## src/rtl/perceptron_cmd_pkg.sv

```systemverilog
// perceptron_cmd_pkg
//   Shared definitions for the perceptron command engine: opcode values,
//   the frame-decoder FSM state encoding, the per-lane operation select and
//   the default frame start byte.
package perceptron_cmd_pkg;

    typedef enum logic [2:0] {
        ST_IDLE,
        ST_OPC,
        ST_PAYLOAD,
        ST_EXEC,
        ST_RESP
    } state_t;

    typedef enum logic [2:0] {
        LANE_HOLD,
        LANE_CLEAR,
        LANE_MUL,
        LANE_MAC,
        LANE_ADD
    } lane_op_t;

    localparam logic [7:0] OP_LOAD_A = 8'd0;
    localparam logic [7:0] OP_LOAD_B = 8'd1;
    localparam logic [7:0] OP_READ   = 8'd2;
    localparam logic [7:0] OP_CLEAR  = 8'd3;
    localparam logic [7:0] OP_MUL    = 8'd5;
    localparam logic [7:0] OP_MAC    = 8'd6;
    localparam logic [7:0] OP_DOT    = 8'd7;

    localparam logic [7:0] HEADER_DEFAULT = 8'd100;

endpackage

```

## src/rtl/perceptron_cmd_if.sv

```systemverilog
// perceptron_cmd_if
//   Byte-stream command interface of the perceptron engine.
//   in_valid/in_data : received byte strobe, no backpressure
//   out_valid/out_data/out_ready : response byte handshake
//   err : sticky error flag
//   master = command source / response sink, slave = the engine.
interface perceptron_cmd_if;
    logic       in_valid;
    logic [7:0] in_data;
    logic       out_valid;
    logic [7:0] out_data;
    logic       out_ready;
    logic       err;

    modport master (
        output in_valid, in_data, out_ready,
        input  out_valid, out_data, err
    );

    modport slave (
        input  in_valid, in_data, out_ready,
        output out_valid, out_data, err
    );
endinterface

```

## src/rtl/perceptron_lane.sv

```systemverilog
// perceptron_lane
//   One multiply lane: unsigned DW x DW product and a saturating ACC_W
//   accumulator.
//   clk, rst   : clock, asynchronous active-high reset
//   a, b       : operands
//   op         : accumulator operation for this cycle
//   ext_add    : external addend used by LANE_ADD (dot-product sum)
//   prod       : combinational a*b
//   acc        : accumulator
//   ovf        : the MAC/ADD performed this cycle saturates
module perceptron_lane
    import perceptron_cmd_pkg::*;
#(
    parameter int DW    = 8,
    parameter int ACC_W = 24,
    parameter int EXT_W = 2*DW
) (
    input  logic              clk,
    input  logic              rst,
    input  logic [DW-1:0]     a,
    input  logic [DW-1:0]     b,
    input  lane_op_t          op,
    input  logic [EXT_W-1:0]  ext_add,
    output logic [2*DW-1:0]   prod,
    output logic [ACC_W-1:0]  acc,
    output logic              ovf
);

    // One spare bit above the widest operand catches any carry out.
    localparam int SW = ((ACC_W > EXT_W) ? ACC_W : EXT_W) + 1;

    logic [EXT_W-1:0] addend;
    logic [SW-1:0]    sum_w;

    assign prod   = {{DW{1'b0}}, a} * {{DW{1'b0}}, b};
    assign addend = (op == LANE_ADD) ? ext_add : EXT_W'(prod);
    assign sum_w  = SW'(acc) + SW'(addend);
    assign ovf    = ((op == LANE_MAC) || (op == LANE_ADD)) &&
                    (sum_w[SW-1:ACC_W] != '0);

    always_ff @(posedge clk or posedge rst) begin
        if (rst) begin
            acc <= '0;
        end else begin
            case (op)
                LANE_CLEAR:        acc <= '0;
                LANE_MUL:          acc <= ACC_W'(prod);
                LANE_MAC, LANE_ADD: acc <= ovf ? '1 : sum_w[ACC_W-1:0];
                default:           acc <= acc;
            endcase
        end
    end

endmodule

```

## src/rtl/perceptron_cmd.sv

```systemverilog
// perceptron_cmd
//   Framed byte-command perceptron engine. Frames are HEADER, opcode and
//   LANES*DW/8 payload bytes (LSB first, lane 0 first). Supports loading
//   the A/B operand banks, MUL/MAC/DOT into per-lane accumulators, CLEAR,
//   and READ which streams all accumulators back (lane 0 first, LSB first).
//   clk, rst : clock, asynchronous active-high reset
//   bus      : perceptron_cmd_if slave (byte in, response handshake, err)
module perceptron_cmd
    import perceptron_cmd_pkg::*;
#(
    parameter int         LANES  = 4,
    parameter int         DW     = 8,
    parameter int         ACC_W  = 24,
    parameter logic [7:0] HEADER = HEADER_DEFAULT
) (
    input  logic              clk,
    input  logic              rst,
    perceptron_cmd_if.slave   bus
);

    localparam int P     = LANES*DW/8;
    localparam int R     = LANES*ACC_W/8;
    localparam int CNT_W = $clog2(R) + 1;
    localparam int EXT_W = 2*DW + $clog2(LANES);

    state_t                   state;
    logic [7:0]               opcode;
    logic [CNT_W-1:0]         cnt;
    logic [LANES*DW-1:0]      pay;
    logic [LANES*DW-1:0]      a_reg;
    logic [LANES*DW-1:0]      b_reg;
    logic [LANES*ACC_W-1:0]   resp_buf;
    logic                     out_valid_q;
    logic [7:0]               out_data_q;
    logic                     err_q;

    logic [LANES*ACC_W-1:0]   acc_flat;
    logic [LANES*2*DW-1:0]    prod_flat;
    logic [LANES-1:0]         ovf_vec;
    logic [EXT_W-1:0]         dot_sum;
    lane_op_t                 lane_op [LANES];

    assign bus.out_valid = out_valid_q;
    assign bus.out_data  = out_data_q;
    assign bus.err       = err_q;

    always_comb begin
        dot_sum = '0;
        for (int i = 0; i < LANES; i++)
            dot_sum = dot_sum + EXT_W'(prod_flat[i*2*DW +: 2*DW]);
    end

    // Lane operations are only issued in the single EXEC cycle.
    always_comb begin
        for (int i = 0; i < LANES; i++) begin
            lane_op[i] = LANE_HOLD;
            if (state == ST_EXEC) begin
                case (opcode)
                    OP_CLEAR: lane_op[i] = LANE_CLEAR;
                    OP_MUL:   lane_op[i] = LANE_MUL;
                    OP_MAC:   lane_op[i] = LANE_MAC;
                    OP_DOT:   lane_op[i] = (i == 0) ? LANE_ADD : LANE_HOLD;
                    default:  lane_op[i] = LANE_HOLD;
                endcase
            end
        end
    end

    for (genvar g = 0; g < LANES; g++) begin : g_lane
        perceptron_lane #(
            .DW    (DW),
            .ACC_W (ACC_W),
            .EXT_W (EXT_W)
        ) u_lane (
            .clk     (clk),
            .rst     (rst),
            .a       (a_reg[g*DW +: DW]),
            .b       (b_reg[g*DW +: DW]),
            .op      (lane_op[g]),
            .ext_add (dot_sum),
            .prod    (prod_flat[g*2*DW +: 2*DW]),
            .acc     (acc_flat[g*ACC_W +: ACC_W]),
            .ovf     (ovf_vec[g])
        );
    end

    always_ff @(posedge clk or posedge rst) begin
        if (rst) begin
            state       <= ST_IDLE;
            opcode      <= '0;
            cnt         <= '0;
            pay         <= '0;
            a_reg       <= '0;
            b_reg       <= '0;
            resp_buf    <= '0;
            out_valid_q <= 1'b0;
            out_data_q  <= '0;
            err_q       <= 1'b0;
        end else begin
            case (state)
                ST_IDLE: begin
                    if (bus.in_valid && (bus.in_data == HEADER))
                        state <= ST_OPC;
                end
                ST_OPC: begin
                    if (bus.in_valid) begin
                        opcode <= bus.in_data;
                        cnt    <= '0;
                        state  <= ST_PAYLOAD;
                    end
                end
                ST_PAYLOAD: begin
                    if (bus.in_valid) begin
                        pay[int'(cnt)*8 +: 8] <= bus.in_data;
                        if (cnt == CNT_W'(P-1)) begin
                            cnt   <= '0;
                            state <= ST_EXEC;
                        end else begin
                            cnt <= cnt + CNT_W'(1);
                        end
                    end
                end
                ST_EXEC: begin
                    state <= ST_IDLE;
                    case (opcode)
                        OP_LOAD_A: a_reg <= pay;
                        OP_LOAD_B: b_reg <= pay;
                        OP_READ: begin
                            // Snapshot now; the first byte goes out directly.
                            resp_buf    <= acc_flat;
                            out_data_q  <= acc_flat[7:0];
                            out_valid_q <= 1'b1;
                            cnt         <= '0;
                            state       <= ST_RESP;
                        end
                        OP_CLEAR: err_q <= 1'b0;
                        OP_MUL, OP_MAC, OP_DOT: begin
                            if (|ovf_vec)
                                err_q <= 1'b1;
                        end
                        default: err_q <= 1'b1;
                    endcase
                end
                ST_RESP: begin
                    if (bus.in_valid)
                        err_q <= 1'b1;
                    if (bus.out_ready) begin
                        if (cnt == CNT_W'(R-1)) begin
                            out_valid_q <= 1'b0;
                            out_data_q  <= '0;
                            cnt         <= '0;
                            state       <= ST_IDLE;
                        end else begin
                            resp_buf   <= resp_buf >> 8;
                            out_data_q <= resp_buf[15:8];
                            cnt        <= cnt + CNT_W'(1);
                        end
                    end
                end
                default: state <= ST_IDLE;
            endcase
        end
    end

endmodule

```

## src/flat_wrapper.sv

```systemverilog
// flat-port wrapper written by rule: the top's interface ports become plain ports
module perceptron_cmd_flat import perceptron_cmd_pkg::*;
#(
    parameter int         LANES  = 4,
    parameter int         DW     = 8,
    parameter int         ACC_W  = 24,
    parameter logic [7:0] HEADER = HEADER_DEFAULT
)
  (clk, rst, bus_in_valid, bus_in_data, bus_out_ready, bus_out_valid, bus_out_data, bus_err);
  perceptron_cmd_if bus_i ();
  input  logic clk;
  input  logic rst;
  input wire logic [$bits(bus_i.in_valid)-1:0] bus_in_valid;
  input wire logic [$bits(bus_i.in_data)-1:0] bus_in_data;
  input wire logic [$bits(bus_i.out_ready)-1:0] bus_out_ready;
  output wire logic [$bits(bus_i.out_valid)-1:0] bus_out_valid;
  output wire logic [$bits(bus_i.out_data)-1:0] bus_out_data;
  output wire logic [$bits(bus_i.err)-1:0] bus_err;
  assign bus_i.in_valid = bus_in_valid;
  assign bus_i.in_data = bus_in_data;
  assign bus_i.out_ready = bus_out_ready;
  assign bus_out_valid = bus_i.out_valid;
  assign bus_out_data = bus_i.out_data;
  assign bus_err = bus_i.err;
  perceptron_cmd #(.LANES(LANES), .DW(DW), .ACC_W(ACC_W), .HEADER(HEADER)) u_core (.clk(clk), .rst(rst), .bus(bus_i));
endmodule
```

## config.mk

```make
export PLATFORM = sky130hd
export DESIGN_NAME = perceptron_cmd_flat
export DESIGN_NICKNAME = d
export VERILOG_FILES = /design/src/rtl/perceptron_cmd_pkg.sv /design/src/rtl/perceptron_cmd_if.sv /design/src/rtl/perceptron_lane.sv /design/src/rtl/perceptron_cmd.sv /design/src/flat_wrapper.sv
export SDC_FILE = /design/constraint.sdc
export NUM_CORES = 1
export LEC_CHECK = 0
export CORE_AREA = 2 2 247 249
export CTS_CLUSTER_SIZE = 40
export DETAILED_ROUTE_END_ITERATION = 8
export DIE_AREA = 0 0 249 251
export HOLD_SLACK_MARGIN = 0.06
export PLACE_DENSITY_LB_ADDON = 0.1
export SLEW_MARGIN = 20
export SYNTH_ARGS = -nofsm -noshare
export SYNTH_HDL_FRONTEND = slang
export SYNTH_SLANG_ARGS = --single-unit
```

## constraint.sdc

```tcl
create_clock -name clk -period 24.2 [get_ports clk]
set_input_delay 7.26 -clock clk [delete_from_list [all_inputs] [get_ports clk]]
set_output_delay 7.26 -clock clk [all_outputs]
set_load 0.01 [all_outputs]
```

==> summary by stage <==
Outcome
The run finished with clean final reports.

Worst setup path
The type of element launching the critical path is a flip-flop. The capture point of the worst reg-to-reg path is u_core.g_lane[0].u_lane.acc[5]. The highest cell delay on the worst timing path is between 0.6 and 0.7 ns. In this run the critical register-to-register path is launched from u_core.b_reg[12]. For flop-to-flop paths, the worst setup slack is 14.04 ns. Data on the critical path is required at its endpoint by 24.70 ns. The worst path arrival time is 10.65 ns.

The cell that appears most often on the critical path is fa_1. The worst setup path is of the reg -> reg kind. The number of cells on the worst reg-to-reg path is 35. The worst setup path is captured at a flip-flop. Along the worst path, the maximum fanout reaches 14.

The cell with the largest stage delay on the worst path is nand4_1.

Power
In this run the power density over the cells is 51.1 mW/mm². The reported leakage power is 14.4 nW. The largest vdd supply drop is 0.0566 mV. The completed layout was analyzed and its total power is 1.48 mW.

Clock network
The cell sitting at the root of the clock tree is a clkbuf_16. After clock tree synthesis, the setup repair step added 0 buffers. The number of hold buffers added after cts is 0. The H-tree was split into 2 levels.

The maximum clock path buffer count is 3. The CTS tree is built. In this run, post-CTS repair resized a total of 0 instances. In this run, CTS created clock tree buffers numbering 38. For this design, the sink count on the clock tree is 306. At the later pin of the worst-skew pair, clock insertion delay measures 0.57 ns. The clock transition at the registers of the reported paths is ~0.060 ns.

Final layout
In the final layout, the share of cells above drive strength 1 is 8.03%. The largest registers in the layout are u_core.g_lane.u_lane.acc x96, u_core.resp_buf x88. The number of antenna repair diodes is 0. More flip-flops sit in one register than any other, and that register is u_core.g_lane.u_lane.acc. The flip-flop count of the largest register, all copies and words added is 96. The cell area after layout is 0.0289 mm².

The final layout net count is around 3300. The synthesis-to-layout area growth is 8.06%. Cells fill 48.4% of the core in the end.

GRT
The largest net degree at the start of global routing is 91. Summed over all layers, the global routing overflow is 0. The initial antenna violation count came to 0. The global-route usage over all layers is 24.7%. The via count of the first global-routing pass was 21400. The first global-routing pass estimated 122000 µm of wire.

STA
In the final timing run, aggregate negative setup slack is 0 ns. For the pin with the worst max-slew slack, the measured transition is 1.07 ns. The shortest period the worst path allows is slightly above 10 ns. Hold timing on the final database bottoms out at a slack of a little under 0.5 ns.

The final number of max-transition violations was 0. Headroom to the max-slew limit came out at between 20% and 30%. The hold violation total from the final report is 0. Of the available clock period, the critical path in the final layout requires between 40% and 50%.

Based on the critical path, the design can be clocked at up to 98.4 MHz. Across the routed clock network, the largest skew measured is 0.0139 ns. Setup repair after global routing left no endpoint under its margin.

Setup violations remaining at the end of the flow were counted as 0.

Floorplanning
For this configuration, the core starts out at a cell density of 44.8%. The core region is about 0.06 mm². In this run the count of I/O pins placed on the die edge is 22. The die outline height is 251 µm. Row generation in the floorplan step produced 90 rows.

Measured along the x axis, the die boundary spans ~250 µm. The die covers about 0.062 mm².

Placed design
In this run the tool buffered the top-level ports with 21 buffer cells. The weighted congestion at the end of routability-driven global placement is 0.911. In this run the cell area measured after placement is approximately 0.028 mm².

The post-DP HPWL is 57900 µm.

Synth
For this run, the leading register cell type out of synthesis is dfrtp_1. The synthesized netlist cell count is 2914. Yosys attributes the largest share of cell area to dfrtp_1 29%, fa_1 12%, ha_1 11%, nand2_1 5.3%, mux2_2 4.5%. Counting flops with a built-in enable in the synthesized netlist gives 0. The cell type with the highest aggregate area in the netlist is dfrtp_1. The count of unique library cells instantiated by Yosys is 90. Yosys printed 0 warnings. The mean instance size in the synthesized netlist is 9.19 µm². The synthesized design devotes to its leading area cell type 28.6% of total area.

The synthesized netlist net count is 3337. Synthesis inferred 306 register bits. The async set-reset flop share out of synthesis is 100%. The post-synth design cell area is approximately 0.027 mm².

The sequential area share after synthesis is 28.6%.

Routing
The DRC violation total after the first TritonRoute iteration is 1578. The detail route stage leaves a number of antenna-violating nets equal to 0. Wires add up to approximately 76000 µm. For this run, the detailed router's first-pass iteration total came to 5. The routed length per placed instance is ~21 µm.

The via count normalized by instance count is 5.75. The number of design rule violations left after detail routing is 0. The final route contains 21300 vias.

Min path
The worst hold path begins at u_core.bus.out_data[5]. Along the worst hold path, the cell count comes to 2. The min-delay analysis places its worst path in the category reg -> reg. The destination of the worst hold path is u_core.bus.out_data[5].

Job
The max capacitance violation total is 0.
## worst max-delay path, delay by kind of cell, from the launching register on
kind	cells	cell delay, ns
buffers and inverters	2	0.09
AND/OR/NAND/NOR	9	1.95
AO/OA/AOI/OAI	11	2.60
XOR/XNOR	3	0.78
adder cells (fa/ha/maj)	9	3.93
multiplexers	1	0.27
flip-flops	1	0.46
## kinds of logic (layout without fill, tap and decap cells)
kind of cell / after synthesis / after routing / share of synthesized area [%]
xor+xnor: 124 / 124 / 4.05
compound gates: 653 / 653 / 16.0
mux: 129 / 129 / 5.32
flops: 306 / 306 / 28.6
fa+ha+maj: 411 / 411 / 23.8
buf+inv: 332 / 333 / 5.04
simple gates: 959 / 959 / 17.1
## layer usage
metal,vias up,part of all wire [%],track usage [%]
li1,10100,-,-
met1,10500,47,34.6
met2,530,45,39.3
met3,126,4.8,3.01
met4,0,3.9,9.30
met5,-,0,0
## power breakdown
part           switching (mW)  total, mW  internal (mW)  leakage (nW)
combinational           0.108      0.201         0.0928          9.51
clock                   0.242      0.584          0.342         0.623
sequential             0.0924      0.694          0.601          4.23
total                   0.442       1.48           1.04          14.4
## cell usage in the layout (no fill, tap or decap), types with 25 or more instances in the layout
cell type / netlist / routed
a21o_1: 44 / 44
a21oi_1: 150 / 149
a31oi_1: 103 / 103
and2_1: 189 / 188
and3_1: 25 / 25
clkbuf_16: 0 / 39
dfrtp_1: 306 / 306
fa_1: 166 / 166
ha_1: 245 / 245
inv_1: 223 / 222
mux2_2: 107 / 107
nand2_1: 376 / 375
nand3_1: 42 / 42
nor2_1: 185 / 182
nor3_1: 35 / 35
o21ai_0: 111 / 111
xnor2_1: 79 / 79
xor2_1: 45 / 45
## cells in the mapped netlist, types with 42 or more instances
cell	count
clkbuf_1	60
a21oi_1	150
xnor2_1	79
nor2_1	185
o21ai_0	111
inv_1	223
dfrtp_1	306
ha_1	245
and2_1	189
fa_1	166
nand3_1	42
mux2_2	107
a31oi_1	103
xor2_1	45
nand2_1	376
a21o_1	44
## per-stage QoR
stage	std cells	setup slack [ns]
2_1_floorplan	2914	8.48
3_3_place_gp	3628	14.31
3_5_place_dp	3628	14.19
4_1_cts	3696	14.15
5_1_grt	3697	13.48
6_report	3697	14.04
## worst max-delay path by stage
stage	to	cells past startpoint	slack [ns]	start
after floorplan	u_core.a_reg[0]	1	8.48	rst
after global placement	u_core.g_lane[0].u_lane.acc[3]	35	14.31	u_core.b_reg[12]
after detailed placement	u_core.g_lane[0].u_lane.acc[4]	35	14.19	u_core.b_reg[12]
after CTS	u_core.g_lane[0].u_lane.acc[5]	35	14.15	u_core.b_reg[12]
after global routing	u_core.g_lane[0].u_lane.acc[6]	35	13.48	u_core.b_reg[12]
final	u_core.g_lane[0].u_lane.acc[5]	35	14.04	u_core.b_reg[12]
## final cells by class
type | instances | area, µm²
Fill cell | 5691 | 30800
Multi-Input combinational cell | 2276 | 17800
Tap cell | 782 | 978
Timing Repair Buffer | 42 | 380
Inverter | 223 | 845
Clock inverter | 15 | 161
Sequential cell | 306 | 7660
Clock buffer | 53 | 1100
Note: power is estimated with default switching activity, not from simulation.
